[config.mk]
export PLATFORM = sky130hd
export DESIGN_NAME = button_conditioner_flat
export DESIGN_NICKNAME = d
export VERILOG_FILES = /design/src/rtl/button_conditioner_if.sv /design/src/rtl/button_conditioner.sv /design/src/flat_wrapper.sv
export SDC_FILE = /design/constraint.sdc
export NUM_CORES = 1
export LEC_CHECK = 0
export ABC_AREA = 1
export ABC_CLOCK_PERIOD_IN_PS = 1500
export CELL_PAD_IN_SITES_DETAIL_PLACEMENT = 0
export CELL_PAD_IN_SITES_GLOBAL_PLACEMENT = 1
export CORE_MARGIN = 2
export CORE_UTILIZATION = 40
export CTS_CLUSTER_SIZE = 8
export DETAILED_ROUTE_END_ITERATION = 10
export PLACE_DENSITY = 0.73
export SLEW_MARGIN = 10
export SYNTH_ARGS = -nofsm -noshare
export SYNTH_HDL_FRONTEND = slang
export SYNTH_SLANG_ARGS = --single-unit
export TNS_END_PERCENT = 5
[constraint.sdc]
create_clock -name clk -period 1.5 [get_ports clk]
set_input_delay 0.3 -clock clk [delete_from_list [all_inputs] [get_ports clk]]
set_output_delay 0.3 -clock clk [all_outputs]
set_load 0.05 [all_outputs]
[src/rtl/button_conditioner_if.sv]
// ---------------------------------------------------------------------------
// button_conditioner_if
// Bundles the button-side signals of button_conditioner.
//   btn_raw      raw, asynchronous, bouncy button inputs (active-high)
//   btn_level    debounced level per button
//   btn_press    1-cycle pulse: debounced rising edge or auto-repeat tick
//   btn_release  1-cycle pulse on debounced falling edge
//   any_press    OR-reduce of btn_press, same cycle
// Modports:
//   master  the side that owns the buttons and consumes the conditioned view
//   slave   the conditioner itself
// N_BTN must match the N_BTN of the attached button_conditioner.
// ---------------------------------------------------------------------------
interface button_conditioner_if #(
    parameter int N_BTN = 5
);
    logic [N_BTN-1:0] btn_raw;
    logic [N_BTN-1:0] btn_level;
    logic [N_BTN-1:0] btn_press;
    logic [N_BTN-1:0] btn_release;
    logic             any_press;

    modport master (
        output btn_raw,
        input  btn_level,
        input  btn_press,
        input  btn_release,
        input  any_press
    );

    modport slave (
        input  btn_raw,
        output btn_level,
        output btn_press,
        output btn_release,
        output any_press
    );
endinterface

[src/rtl/button_conditioner.sv]
// ---------------------------------------------------------------------------
// button_conditioner
// Conditions the Basys push-buttons, bit order {C,L,U,R,D} = [4:0], for the
// game/cursor logic: per button a 2-flop synchroniser, a counter debounce,
// registered one-cycle press/release pulses and optional auto-repeat.
// Downstream logic steps exactly once per btn_press pulse.
//
// Parameters
//   N_BTN            number of buttons
//   DEBOUNCE_CYCLES  consecutive cycles the synced input must differ from
//                    btn_level before btn_level flips (>= 1)
//   REPEAT_DELAY     hold cycles after the press pulse before the first
//                    repeat pulse; 0 disables auto-repeat
//   REPEAT_PERIOD    cycles between repeat pulses once repeating (>= 1)
//
// Ports
//   clk    system clock, rising edge
//   rst_n  asynchronous active-low reset (release synchronous to clk upstream)
//   bus    button_conditioner_if.slave: btn_raw in; btn_level, btn_press,
//          btn_release, any_press out (all outputs registered)
// ---------------------------------------------------------------------------
module button_conditioner #(
    parameter int N_BTN           = 5,
    parameter int DEBOUNCE_CYCLES = 16,
    parameter int REPEAT_DELAY    = 0,
    parameter int REPEAT_PERIOD   = 64
) (
    input  logic                 clk,
    input  logic                 rst_n,
    button_conditioner_if.slave  bus
);
    localparam int CNT_W  = $clog2(DEBOUNCE_CYCLES + 1);
    localparam int HC_MAX = (REPEAT_DELAY > REPEAT_PERIOD) ? REPEAT_DELAY : REPEAT_PERIOD;
    localparam int HC_W   = $clog2(HC_MAX + 1);

    localparam logic [CNT_W-1:0] CNT_LAST    = CNT_W'(DEBOUNCE_CYCLES - 1);
    // Only meaningful when REPEAT_DELAY > 0; the repeat logic is gated on that.
    localparam logic [HC_W-1:0]  DELAY_LAST  = HC_W'(REPEAT_DELAY - 1);
    localparam logic [HC_W-1:0]  PERIOD_LAST = HC_W'(REPEAT_PERIOD - 1);

    // Synchroniser; only s2 is used by the debounce logic.
    logic [N_BTN-1:0] s1, s2;

    // Registered state and its next-state values.
    logic [N_BTN-1:0] level_q,   level_d;
    logic [N_BTN-1:0] press_q,   press_d;
    logic [N_BTN-1:0] release_q, release_d;
    logic             any_q,     any_d;
    logic [CNT_W-1:0] cnt_q [N_BTN];
    logic [CNT_W-1:0] cnt_d [N_BTN];
    // Hold counter: cycles since the press pulse or since the last repeat.
    logic [HC_W-1:0]  hc_q  [N_BTN];
    logic [HC_W-1:0]  hc_d  [N_BTN];
    // Set once the first repeat has fired; selects DELAY vs PERIOD spacing.
    logic [N_BTN-1:0] rep_q,     rep_d;

    // NOTE: every next-state variable gets a default at the top of the block,
    // so no path leaves one unassigned and no latch is inferred.
    always_comb begin
        level_d   = level_q;
        press_d   = '0;
        release_d = '0;
        rep_d     = rep_q;
        for (int i = 0; i < N_BTN; i++) begin
            cnt_d[i] = cnt_q[i];
            hc_d[i]  = hc_q[i];

            // Debounce: count consecutive mismatch cycles, flip on the last one.
            if (s2[i] == level_q[i]) begin
                cnt_d[i] = '0;
            end else if (cnt_q[i] == CNT_LAST) begin
                cnt_d[i]     = '0;
                level_d[i]   = s2[i];
                press_d[i]   = s2[i];
                release_d[i] = ~s2[i];
            end else begin
                cnt_d[i] = cnt_q[i] + CNT_W'(1);
            end

            // Auto-repeat. The hold counter restarts on the press cycle and is
            // cleared while released, so a release edge can never coincide
            // with a repeat tick. It always returns to 0 on a tick, so it
            // never runs past HC_MAX.
            if (REPEAT_DELAY > 0) begin
                if (!level_q[i] || press_d[i] || release_d[i]) begin
                    hc_d[i]  = '0;
                    rep_d[i] = 1'b0;
                end else if (hc_q[i] == (rep_q[i] ? PERIOD_LAST : DELAY_LAST)) begin
                    hc_d[i]    = '0;
                    rep_d[i]   = 1'b1;
                    press_d[i] = 1'b1;
                end else begin
                    hc_d[i] = hc_q[i] + HC_W'(1);
                end
            end
        end
        any_d = |press_d;
    end

    // NOTE: state registers use non-blocking assignments so every flop samples
    // the pre-edge values, independent of statement order.
    always_ff @(posedge clk or negedge rst_n) begin
        if (!rst_n) begin
            s1        <= '0;
            s2        <= '0;
            level_q   <= '0;
            press_q   <= '0;
            release_q <= '0;
            any_q     <= 1'b0;
            rep_q     <= '0;
            // NOTE: the per-button counter arrays are real state that must
            // restart from 0 after a mid-hold reset, so they are reset too.
            for (int i = 0; i < N_BTN; i++) begin
                cnt_q[i] <= '0;
                hc_q[i]  <= '0;
            end
        end else begin
            s1        <= bus.btn_raw;
            s2        <= s1;
            level_q   <= level_d;
            press_q   <= press_d;
            release_q <= release_d;
            any_q     <= any_d;
            rep_q     <= rep_d;
            for (int i = 0; i < N_BTN; i++) begin
                cnt_q[i] <= cnt_d[i];
                hc_q[i]  <= hc_d[i];
            end
        end
    end

    assign bus.btn_level   = level_q;
    assign bus.btn_press   = press_q;
    assign bus.btn_release = release_q;
    assign bus.any_press   = any_q;

endmodule
[src/flat_wrapper.sv]
// flat-port wrapper written by rule: the top's interface ports become plain ports
module button_conditioner_flat 
#(
    parameter int N_BTN           = 5,
    parameter int DEBOUNCE_CYCLES = 16,
    parameter int REPEAT_DELAY    = 0,
    parameter int REPEAT_PERIOD   = 64
)
  (clk, rst_n, bus_btn_raw, bus_btn_level, bus_btn_press, bus_btn_release, bus_any_press);
  button_conditioner_if #(.N_BTN(N_BTN)) bus_i ();
  input  logic clk;
  input  logic rst_n;
  input wire logic [$bits(bus_i.btn_raw)-1:0] bus_btn_raw;
  output wire logic [$bits(bus_i.btn_level)-1:0] bus_btn_level;
  output wire logic [$bits(bus_i.btn_press)-1:0] bus_btn_press;
  output wire logic [$bits(bus_i.btn_release)-1:0] bus_btn_release;
  output wire logic [$bits(bus_i.any_press)-1:0] bus_any_press;
  assign bus_i.btn_raw = bus_btn_raw;
  assign bus_btn_level = bus_i.btn_level;
  assign bus_btn_press = bus_i.btn_press;
  assign bus_btn_release = bus_i.btn_release;
  assign bus_any_press = bus_i.any_press;
  button_conditioner #(.N_BTN(N_BTN), .DEBOUNCE_CYCLES(DEBOUNCE_CYCLES), .REPEAT_DELAY(REPEAT_DELAY), .REPEAT_PERIOD(REPEAT_PERIOD)) u_core (.clk(clk), .rst_n(rst_n), .bus(bus_i));
endmodule
# Yosys cells after proc, flatten, opt, wreduce, memory -nomap -nowiden
# Cells that the tools add are included.
dict set report classes {
  addsub 5
  n_eq_ne 10
  mux 30
  bitwise_logic 10
  n_reduce_logical 6
}
# operator n
set ops {}
lappend ops {{$mux 5} 10}
lappend ops {{$add 5x1->5 const B} 5}
lappend ops {{$eq 5x4->1 const B} 5}
lappend ops {{$mux 1} 20}
lappend ops {{$not 1->1} 10}
lappend ops {{$reduce_and 2->1} 5}
lappend ops {{$eq 1x1->1} 5}
lappend ops {{$reduce_or 5->1} 1}
dict set report totals {
  ff_bits 51
  in_bits 7
  elab_cells 76
}

# Logic depth before layout (Yosys ltp)
# Gate-level depths: netlist (run 1).
dict set report depth {
  word_depth 4
  mapped_depth 7
  ltp_nobuf 7
}

# Worst setup path after synthesis (run 1)
# No wires, ideal clock.
dict set report synth_path {
  path_type {reg-to-reg}
  from {register u_core.level_q[4] (netlist: u_core.bus.btn_level[4])}
  to {register u_core.cnt_q[0] (netlist name)}
  setup_time_ps 69
  arrival_ps 1228
  setup_slack_ps 203
  path_stages_with_launch 6
  n_path_buf 0
  synth_period_minus_slack_ps 1297
  cell_sequence {dfrtp_1 > inv_1 > nor2_1 > nor2_1 > or2_4 > nor2_2}
}
# item line_no
set synth_rtl {}
lappend synth_rtl {{from (decl)} button_conditioner.sv:45} ;# logic [N_BTN-1:0] level_q, level_d;
lappend synth_rtl {{from (signal assigned)} button_conditioner.sv:120} ;# level_q <= level_d;
lappend synth_rtl {{to (signal, indexed assignment)} button_conditioner.sv:126} ;# cnt_q[i] <= cnt_d[i];
lappend synth_rtl {{to (decl)} button_conditioner.sv:49} ;# logic [CNT_W-1:0] cnt_q [N_BTN];

# Worst setup path after layout (run 1)
dict set report layout_path {
  from {register u_core.cnt_q[10] (netlist name)}
  to {register u_core.any_q (netlist: u_core.bus.any_press)}
}
dict set report layout_via {
  elab_chain_len 4
}
# item line_no
set layout_rtl {}
lappend layout_rtl {{$eq 5x4->1} button_conditioner.sv:71} ;# end else if (cnt_q[i] == CNT_LAST) begin
lappend layout_rtl {{$mux 1} button_conditioner.sv:71}
lappend layout_rtl {{$mux 1} button_conditioner.sv:69} ;# if (s2[i] == level_q[i]) begin
lappend layout_rtl {{net u_core.press_d[2]} button_conditioner.sv:46} ;# logic [N_BTN-1:0] press_q, press_d;
lappend layout_rtl {{$reduce_or 5->1} button_conditioner.sv:97} ;# any_d = |press_d;
lappend layout_rtl {{net u_core.any_d} button_conditioner.sv:48} ;# logic any_q, any_d;
lappend layout_rtl {{to (signal assigned)} button_conditioner.sv:123} ;# any_q <= any_d;
lappend layout_rtl {{to (decl)} button_conditioner.sv:48}
# The timed path passes the listed nets, and every way through them passes these cells.
# A chain may end at the register's enable or synchronous reset.

==> results of run 1 <==
==> final timing paths <==
path | endpoint | start | cells past startpoint | slack, ns
hold / removal | u_core.bus.btn_level[1] | rst_n | 1 | 0.01
hold reg to reg | u_core.s2[4] | u_core.s1[4] | 0 | 0.35
min in group clk | u_core.s2[4] | u_core.s1[4] | 0 | 0.35
setup / recovery | u_core.bus.any_press | u_core.cnt_q[10] | 7 | 0.21
setup reg to reg | u_core.bus.any_press | u_core.cnt_q[10] | 7 | 0.21
max in group asynchronous | u_core.bus.any_press | rst_n | 2 | 0.97
==> power by group <==
part / leakage, nW / internal (mW) / switching [mW] / total, mW
clock: 0.0422 / 0.328 / 0.398 / 0.726
sequential: 0.677 / 1.42 / 0.0305 / 1.45
combinational: 0.468 / 0.0550 / 0.0773 / 0.132
==> area by class of cell <==
type / instances / area share
sequential: 51 / 0.5037
multi-input combinational: 108 / 0.2291
timing repair buffer: 24 / 0.1590
inverter: 29 / 0.04296
tap: 67 / 0.03309
clock buffer: 7 / 0.03012
clock inverter: 1 / 0.001975
==> routing by layer <==
layer | wire (um) | vias to the layer above | global-route usage
li1 | - | 636 | -
met1 | 1359 | 602 | 0.1661
met2 | 1670 | 20 | 0.2401
met3 | 95 | 2 | 0.02846
met4 | 23 | 0 | 0.05455
met5 | 0 | - | 0
==> sequential cells by signal, indices dropped and copies added, names as in the netlist <==
register and count:
u_core.s2 5, u_core.bus.any_press 1, u_core.bus.btn_release 5, u_core.cnt_q 25, u_core.bus.btn_press 5, u_core.s1 5
u_core.bus.btn_level 5
==> per-stage QoR <==
| step | util | worst slack (ns) |
|---|---|---|
| floorplan | - | 0.2035 |
| global placement | 0.5192 | 0.2857 |
| detailed placement | 0.5192 | 0.2128 |
| CTS | 0.5364 | 0.2003 |
| global route | 0.5364 | 0.08645 |
| finish | 0.5364 | 0.2065 |
==> layout by cell type, fill, tap and decap left out <==
cell | netlist | final
dfrtp_1 | 51 | 51
nor2_1 | 36 | 36
inv_1 | 25 | 25
nand2_1 | 20 | 20
buf_12 | 0 | 17
nor2_2 | 8 | 8
o21ai_0 | 8 | 8
nand3_1 | 7 | 7
nor3_1 | 6 | 6
xor2_1 | 5 | 5
nor3b_1 | 5 | 5
ha_1 | 5 | 5
clkbuf_8 | 0 | 5
clkdlybuf4s50_1 | 0 | 5
inv_2 | 4 | 4
nor3_2 | 3 | 3
o21ai_1 | 2 | 2
clkbuf_1 | 0 | 2
nor3_4 | 1 | 1
or2_4 | 1 | 1
or2_1 | 1 | 1
clkinv_2 | 0 | 1
buf_2 | 0 | 1
buf_4 | 0 | 1
==> logic make-up after synthesis <==
group / after synthesis
AOI/OAI and AO/OA: 10
xor gates and xnor gates: 5
adders and majority gates: 5
buffers and inverters: 29
DFF: 51
and+or+nand+nor: 88
==> worst max-delay path, stage by stage (launching register included) <==
cell	delay, ns
dfrtp_1	0.41
ha_1	0.22
nand2_1	0.09
nor2_2	0.05
nand2_1	0.16
nor2_2	0.07
nor2_1	0.13
nand2_1	0.06
==> flow_metrics.tcl, run 1 <==
set metrics [dict create \
    cts-resized-gates 0 \
    grt_max_degree 27 \
    insertedDiodeCount 0 \
    synthesis.nets 200 \
    ant_nets 0 \
    status "complete, no violations" \
    fin_cells 287 \
    finalSetupTns_ns 0 \
    grt_use_total 0.1372 \
    synth_ff_type "dfrtp_1" \
    cts_tree "built" \
    critPathMaxFanout 6 \
    synth_top_area_cell "dfrtp_1" \
    multi_input_area_um2 580.6 \
    numCtsBuffers 5 \
    cts.hold.buffers_added 0 \
    h-tree-depth 2 \
    drive_gt1_frac 0.1909 \
    cap_violations 0 \
    placed_cells 279 \
    setup.worst_path.class "flip-flop to flip-flop" \
    synth_simple_gate_area_frac 0.2158 \
    die_h_um 74.10 \
    io_pins 23 \
    slew_headroom 0.6033 \
    synth_common_cells "dfrtp_1, nor2_1, inv_1" \
    vias_per_cell 4.390 \
    fillers 405 \
    yosys-mux-area-fraction 0 \
    rows 25 \
    powerDensity_nw_per_um2 910.8 \
    netlist_area_um2 1966 \
    crit_path_end_kind "flip-flop" \
    tightest_slew_ns 0.5950 \
    layout_min_cycle_time_ns 1.294 \
    fp.dieW_um 74.10 \
    synth_area_leaders "dfrtp_1, nor2_1, inv_1" \
    ir_drop_v 0.0004665 \
    avgSynthCellArea_um2 10.46 \
    setup_viol 0 \
    synth_cells 188 \
    synth_top_cell_area_share 0.6493 \
    grt_setup_unrepaired "false" \
    area_growth_pct 28.90 \
    core_area_um2 4723 \
    vias 1260 \
    hold_slack_ns 0.01185 \
    grt_pass1_vias 1323 \
    synthAdderAreaFrac 0.03183 \
    drt-total-wl_um 3149 \
    power.leakage_nw 1.187 \
    crit_arrival_ns 1.47 \
    wl_per_cell_um 10.97 \
    port_buffers 22 \
    critPathRequiredTime_ns 1.68 \
    yosysMostFrequentCell "dfrtp_1" \
    ys_types 17 \
    seq_area_frac_synth 0.6493 \
    cts.clk_slew.worst_paths_ns 0.08 \
    clkSinkCount 51 \
    clockRootBuffer "clkbuf_8" \
    synthXorXnorAreaFrac 0.02228 \
    dr.pass1.iters 4 \
    drtIter0Drc 82 \
    fin_nets 231 \
    fin_area_um2 2534 \
    ys_async_sr_fraction 1.000 \
    start_util 0.4162 \
    hpwl_um 2438 \
    ys_ff_latch 51 \
    worstHoldPathType "primary input to asynchronous set/reset pin" \
    finalCritPeriodShare 0.8623 \
    power.total_mw 2.308 \
    post_cts_buffers 0 \
    register_area_um2 1276 \
    dieArea_um2 5491 \
    drcViolationCount 0 \
    grt_first_pass_wirelength_um 5713 \
    place_area_um2 2452 \
    maxSlewViolCount 0 \
    synth_compound_area_frac 0.02546 \
    grt_overflow 0 \
    yosysWarnings 0 \
    worstSetupStartpointType "flip-flop" \
    gp_congestion 0.7376 \
    skew_ns 0.006463 \
    antenna_found_initial 0 \
    max_freq_mhz 773.1 \
    hold_violations 0 \
    synth_top_family_by_area "simple AND/OR/NAND/NOR gates" \
    clk_latency_ns 0.29 \
    synth_edf_count 0 \
    clk_path_buf_depth 2 \
]
Power figures use the tool's default switching activity.
==> run 2: changes to the inputs <==
--- a/config.mk
+++ b/config.mk
@@ -14,6 +14,7 @@
 export CTS_CLUSTER_SIZE = 8
 export DETAILED_ROUTE_END_ITERATION = 10
 export PLACE_DENSITY = 0.73
+export RECOVER_POWER = 50
 export SLEW_MARGIN = 10
 export SYNTH_ARGS = -nofsm -noshare
 export SYNTH_HDL_FRONTEND = slang
==> run 2 against run 1 <==
Net effect: flip-flop and latch count unchanged; count of clock-buffer cells in the layout unchanged; non-clock buffer count unchanged; sequential share of layout area up 0.38 points; routed wire length unchanged; register-to-register slack about the same; combinational power down 7%; critical path type unchanged; largest cell class unchanged.
==> flow_metrics.tcl, run 2 (same netlist as run 1, synthesis figures left out) <==
set metrics [dict create \
    grt_max_degree 27 \
    maxSlewViolCount 0 \
    worstHoldPathType "primary input to asynchronous set/reset pin" \
    h-tree-depth 2 \
    largest_reg_flops 25 \
    antenna_found_initial 0 \
    tightest_slew_ns 0.6366 \
    setup_viol 0 \
    post_cts_buffers 0 \
    clk_path_buf_depth 2 \
    dieArea_um2 5491 \
    dr.pass1.iters 4 \
    cts.clk_slew.worst_paths_ns 0.09 \
    r2r-start "u_core.cnt_q[10]" \
    start_util 0.4162 \
    wl_per_cell_um 10.97 \
    critPathMaxFanout 6 \
    cap_violations 0 \
    regMostFlops "u_core.cnt_q" \
    reg2reg_to "u_core.bus.any_press" \
    status "complete, no violations" \
    skew_ns 0.006716 \
    clkSinkCount 51 \
    ir_drop_v 0.0004649 \
    numCtsBuffers 5 \
    place_area_um2 2452 \
    drtIter0Drc 90 \
    finalSetupTns_ns 0 \
    cts.hold.buffers_added 0 \
    clockRootBuffer "clkbuf_8" \
    powerDensity_nw_per_um2 914.3 \
    fp.dieW_um 74.10 \
    layout_commonest_cell "dfrtp_1" \
    ant_nets 0 \
    power.leakage_nw 1.179 \
    grt_use_total 0.1372 \
    cts-resized-gates 0 \
    fin_area_um2 2515 \
    crit_arrival_ns 1.47 \
    drive_gt1_frac 0.1864 \
    clk_latency_ns 0.29 \
    drcViolationCount 0 \
    fin_cells 287 \
    placed_cells 279 \
    drt-total-wl_um 3149 \
    slew_headroom 0.5756 \
    vias_per_cell 4.383 \
    hpwl_um 2438 \
    insertedDiodeCount 0 \
    gp_congestion 0.7376 \
    reg2reg_depth 7 \
    grt_first_pass_wirelength_um 5713 \
    crit_path_end_kind "flip-flop" \
    final_cell_mix "dfrtp_1, nor2_1, inv_1" \
    fin_nets 231 \
    die_h_um 74.10 \
    grt_pass1_vias 1323 \
    finalCritPeriodShare 0.8629 \
    worstSetupStartpointType "flip-flop" \
    critPathRequiredTime_ns 1.68 \
    setup.worst_path.class "flip-flop to flip-flop" \
    cts_tree "built" \
    vias 1258 \
    port_buffers 22 \
    grt_overflow 0 \
    hold_violations 0 \
    rows 25 \
    io_pins 23 \
    layout_min_cycle_time_ns 1.294 \
    fillers 406 \
    grt_setup_unrepaired "false" \
    r2r_slack_ns 0.21 \
    core_area_um2 4723 \
    max_freq_mhz 772.6 \
    area_growth_pct 27.94 \
]
-- run 2: worst max-delay path, stage by stage (launching register included) --
cell	delay, ns
dfrtp_1	0.41
ha_1	0.22
nand2_1	0.09
nor2_2	0.05
nand2_1	0.16
nor2_2	0.07
nor2_1	0.13
nand2_1	0.06
-- run 2: power breakdown --
| part | internal [mW] | switching, mW |
|---|---|---|
| registers | 1.42 | 0.0306 |
| clock network | 0.328 | 0.398 |
| logic | 0.0469 | 0.0765 |
-- run 2: cell type report --
cell class,instances,area (um2),share of cell area
Multi-Input combinational cell,108,580.6,0.2308
Clock buffer,7,76.32,0.03035
Inverter,29,108.9,0.04328
Sequential cell,51,1276,0.5075
Clock inverter,1,5.005,0.001990
Timing Repair Buffer,24,384.1,0.1527
Tap cell,67,83.83,0.03333
-- run 2: worst max-delay path by stage --
stage / start / endpoint / slack, ns / depth (start not counted)
2_1_floorplan: u_core.bus.btn_level[4] / u_core.cnt_q[0] / 0.20 / 5
3_3_place_gp: u_core.cnt_q[10] / u_core.bus.any_press / 0.29 / 7
3_5_place_dp: u_core.cnt_q[10] / u_core.bus.any_press / 0.21 / 7
4_1_cts: u_core.cnt_q[10] / u_core.bus.any_press / 0.20 / 7
5_1_grt: u_core.cnt_q[10] / u_core.bus.any_press / 0.09 / 7
6_report: u_core.cnt_q[10] / u_core.bus.any_press / 0.21 / 7
-- run 2: routing by layer --
layer	part of all wire	wire [um]	GRT usage
met1	0.44	1374	0.1661
met2	0.53	1656	0.2401
met3	0.030	94	0.02846
met4	0.0073	23	0.05455
met5	0	0	0
-- run 2: per-stage QoR --
step           power, mW  hold WS [ns]    util  setup WS (ns)
2_1_floorplan      1.542      0.004409       -         0.2035
3_3_place_gp       1.606        0.3316  0.5192         0.2857
3_5_place_dp       1.615        0.3362  0.5192         0.2128
4_1_cts            2.360       0.02217  0.5364         0.2003
5_1_grt            2.426       0.06087  0.5325        0.08645
6_report           2.299       0.01531  0.5325         0.2056
==> run 3: changes to the inputs <==
--- a/config.mk
+++ b/config.mk
@@ -9,13 +9,12 @@
 export ABC_CLOCK_PERIOD_IN_PS = 1500
 export CELL_PAD_IN_SITES_DETAIL_PLACEMENT = 0
 export CELL_PAD_IN_SITES_GLOBAL_PLACEMENT = 1
-export CORE_MARGIN = 2
+export CORE_MARGIN = 1
 export CORE_UTILIZATION = 40
 export CTS_CLUSTER_SIZE = 8
 export DETAILED_ROUTE_END_ITERATION = 10
 export PLACE_DENSITY = 0.73
 export RECOVER_POWER = 50
-export SLEW_MARGIN = 10
 export SYNTH_ARGS = -nofsm -noshare
 export SYNTH_HDL_FRONTEND = slang
 export SYNTH_SLANG_ARGS = --single-unit
==> run 3 against run 2 <==
Net effect: routed wire length about the same; clock skew about the same; sequential share of layout area decreased by 0.18 points; critical path type unchanged; count of clock-buffer cells in the layout unchanged; worst setup slack got worse by 0.014 ns; largest cell class unchanged; final area increased by 0.35%.
==> flow_metrics.tcl, run 3 (same netlist as run 1, synthesis figures left out) <==
set metrics [dict create \
    port_buffers 22 \
    drive_gt1_frac 0.1864 \
    core_area_um2 4723 \
    place_ws_ns 0.2028 \
    tightest_slew_ns 0.6844 \
    maxSlewViolCount 0 \
    min_delay_worst_endpoint "u_core.s2[2]" \
    fin_area_um2 2524 \
    final_cell_mix "dfrtp_1, nor2_1, inv_1" \
    cts.clk_slew.worst_paths_ns 0.08 \
    vias_per_cell 4.596 \
    max_freq_mhz 764.5 \
    hold_slack_ns 0.3517 \
    worstHoldPathType "flip-flop to flip-flop" \
    powerDensity_nw_per_um2 915.1 \
    critPathMaxFanout 6 \
    cap_violations 0 \
    h-tree-depth 2 \
    grt_util_met1 0.1647 \
    grt_use_total 0.1414 \
    post_cts_buffers 0 \
    reg2reg_to "u_core.cnt_q[13]" \
    crit_arrival_ns 1.53 \
    hpwl_um 2371 \
    drcViolationCount 0 \
    reg2reg_depth 6 \
    finalSetupTns_ns 0 \
    multi_input_area_um2 580.6 \
    fp.dieW_um 72.10 \
    fin_nets 231 \
    r2r-start "u_core.cnt_q[10]" \
    r2r_slack_ns 0.19 \
    top_usage_layer "met2" \
    drtIter0Drc 86 \
    clk_latency_ns 0.29 \
    setup_viol 0 \
    postLayoutCoreUtil 0.5343 \
    fillers 405 \
    layout_commonest_cell "dfrtp_1" \
    power.total_mw 2.309 \
    insertedDiodeCount 0 \
    numCtsBuffers 5 \
    clockPowerShare 0.317 \
    die_h_um 72.10 \
    register_area_um2 1276 \
    clockRootBuffer "clkbuf_8" \
    antenna_found_initial 0 \
    grt_pass1_vias 1387 \
    hold_path_depth 0 \
    skew_ns 0.006925 \
    regMostFlops "u_core.cnt_q" \
    area_growth_pct 28.39 \
    largest_reg_flops 25 \
    grtUsageMet3 0.02917 \
    comb_power_share 0.055 \
    finalCritPeriodShare 0.8720 \
    layout_min_cycle_time_ns 1.308 \
    cts.hold.buffers_added 1 \
    switching_share 0.2221 \
    power.switching_uw 512.9 \
    cts-resized-gates 0 \
    setup.worst_path.class "flip-flop to flip-flop" \
    dieArea_um2 5198 \
    slew_headroom 0.5437 \
    grtUsageMet2 0.2451 \
    rows 25 \
    power.leakage_nw 1.183 \
    grt_max_degree 52 \
    fin_cells 287 \
    internal_power_mw 1.796 \
    grt_setup_unrepaired "false" \
    status "complete, no violations" \
    ir_drop_v 0.0005546 \
    grt_overflow 0 \
    vias 1319 \
    drt-total-wl_um 3148 \
    dr.pass1.iters 4 \
    wl_per_cell_um 10.97 \
    crit_path_end_kind "flip-flop" \
    power_frac_seq 0.628 \
    fin_ws_ns 0.1920 \
    hold_violations 0 \
    critPathRequiredTime_ns 1.72 \
    cts_tree "built" \
    grt_first_pass_wirelength_um 5644 \
    placed_cells 278 \
    clk_path_buf_depth 2 \
    place_area_um2 2445 \
    gp_congestion 0.7495 \
    worstHoldStart "u_core.s1[2]" \
    worstSetupStartpointType "flip-flop" \
    clkSinkCount 51 \
    io_pins 23 \
    ant_nets 0 \
    start_util 0.4162 \
]
[run 3: power groups by stage]
stage,Combinational (mW),Sequential (mW),Clock [mW]
after floorplan,0.0712,1.47,0
after global placement,0.131,1.47,0
after detailed placement,0.137,1.48,0
after CTS,0.139,1.45,0.770
after global routing,0.151,1.46,0.815
final,0.128,1.45,0.731
[run 3: critical path, stage by stage, from the launching register on]
cell	delay [ns]
dfrtp_1	0.40
ha_1	0.22
nand2_1	0.10
nor2_2	0.05
nand2_1	0.17
o21ai_0	0.17
nor2_1	0.13
[run 3: area by class of cell]
cell class,count,share of cell area
clock buffer,7,0.03024
clock inverter,1,0.001983
inverter,29,0.04313
multi-input combinational,108,0.2300
sequential,51,0.5057
tap,67,0.03322
timing repair buffer,24,0.1557
[run 3: how the worst max path moves through the flow]
stage,startpoint,end,slack (ns),depth (start not counted)
global route,u_core.cnt_q[10],u_core.cnt_q[13],0.09,6
finish,u_core.cnt_q[10],u_core.cnt_q[13],0.19,6
CTS,u_core.cnt_q[10],u_core.cnt_q[13],0.19,6
floorplan,u_core.bus.btn_level[4],u_core.cnt_q[0],0.20,5
global placement,u_core.cnt_q[5],u_core.cnt_q[8],0.30,6
detailed placement,u_core.cnt_q[10],u_core.cnt_q[13],0.20,6
[run 3: routing by layer]
metal,vias to the layer above,wire (um)
li1,643,-
met1,643,1424
met2,24,1563
met3,9,87
met4,0,73
met5,-,0
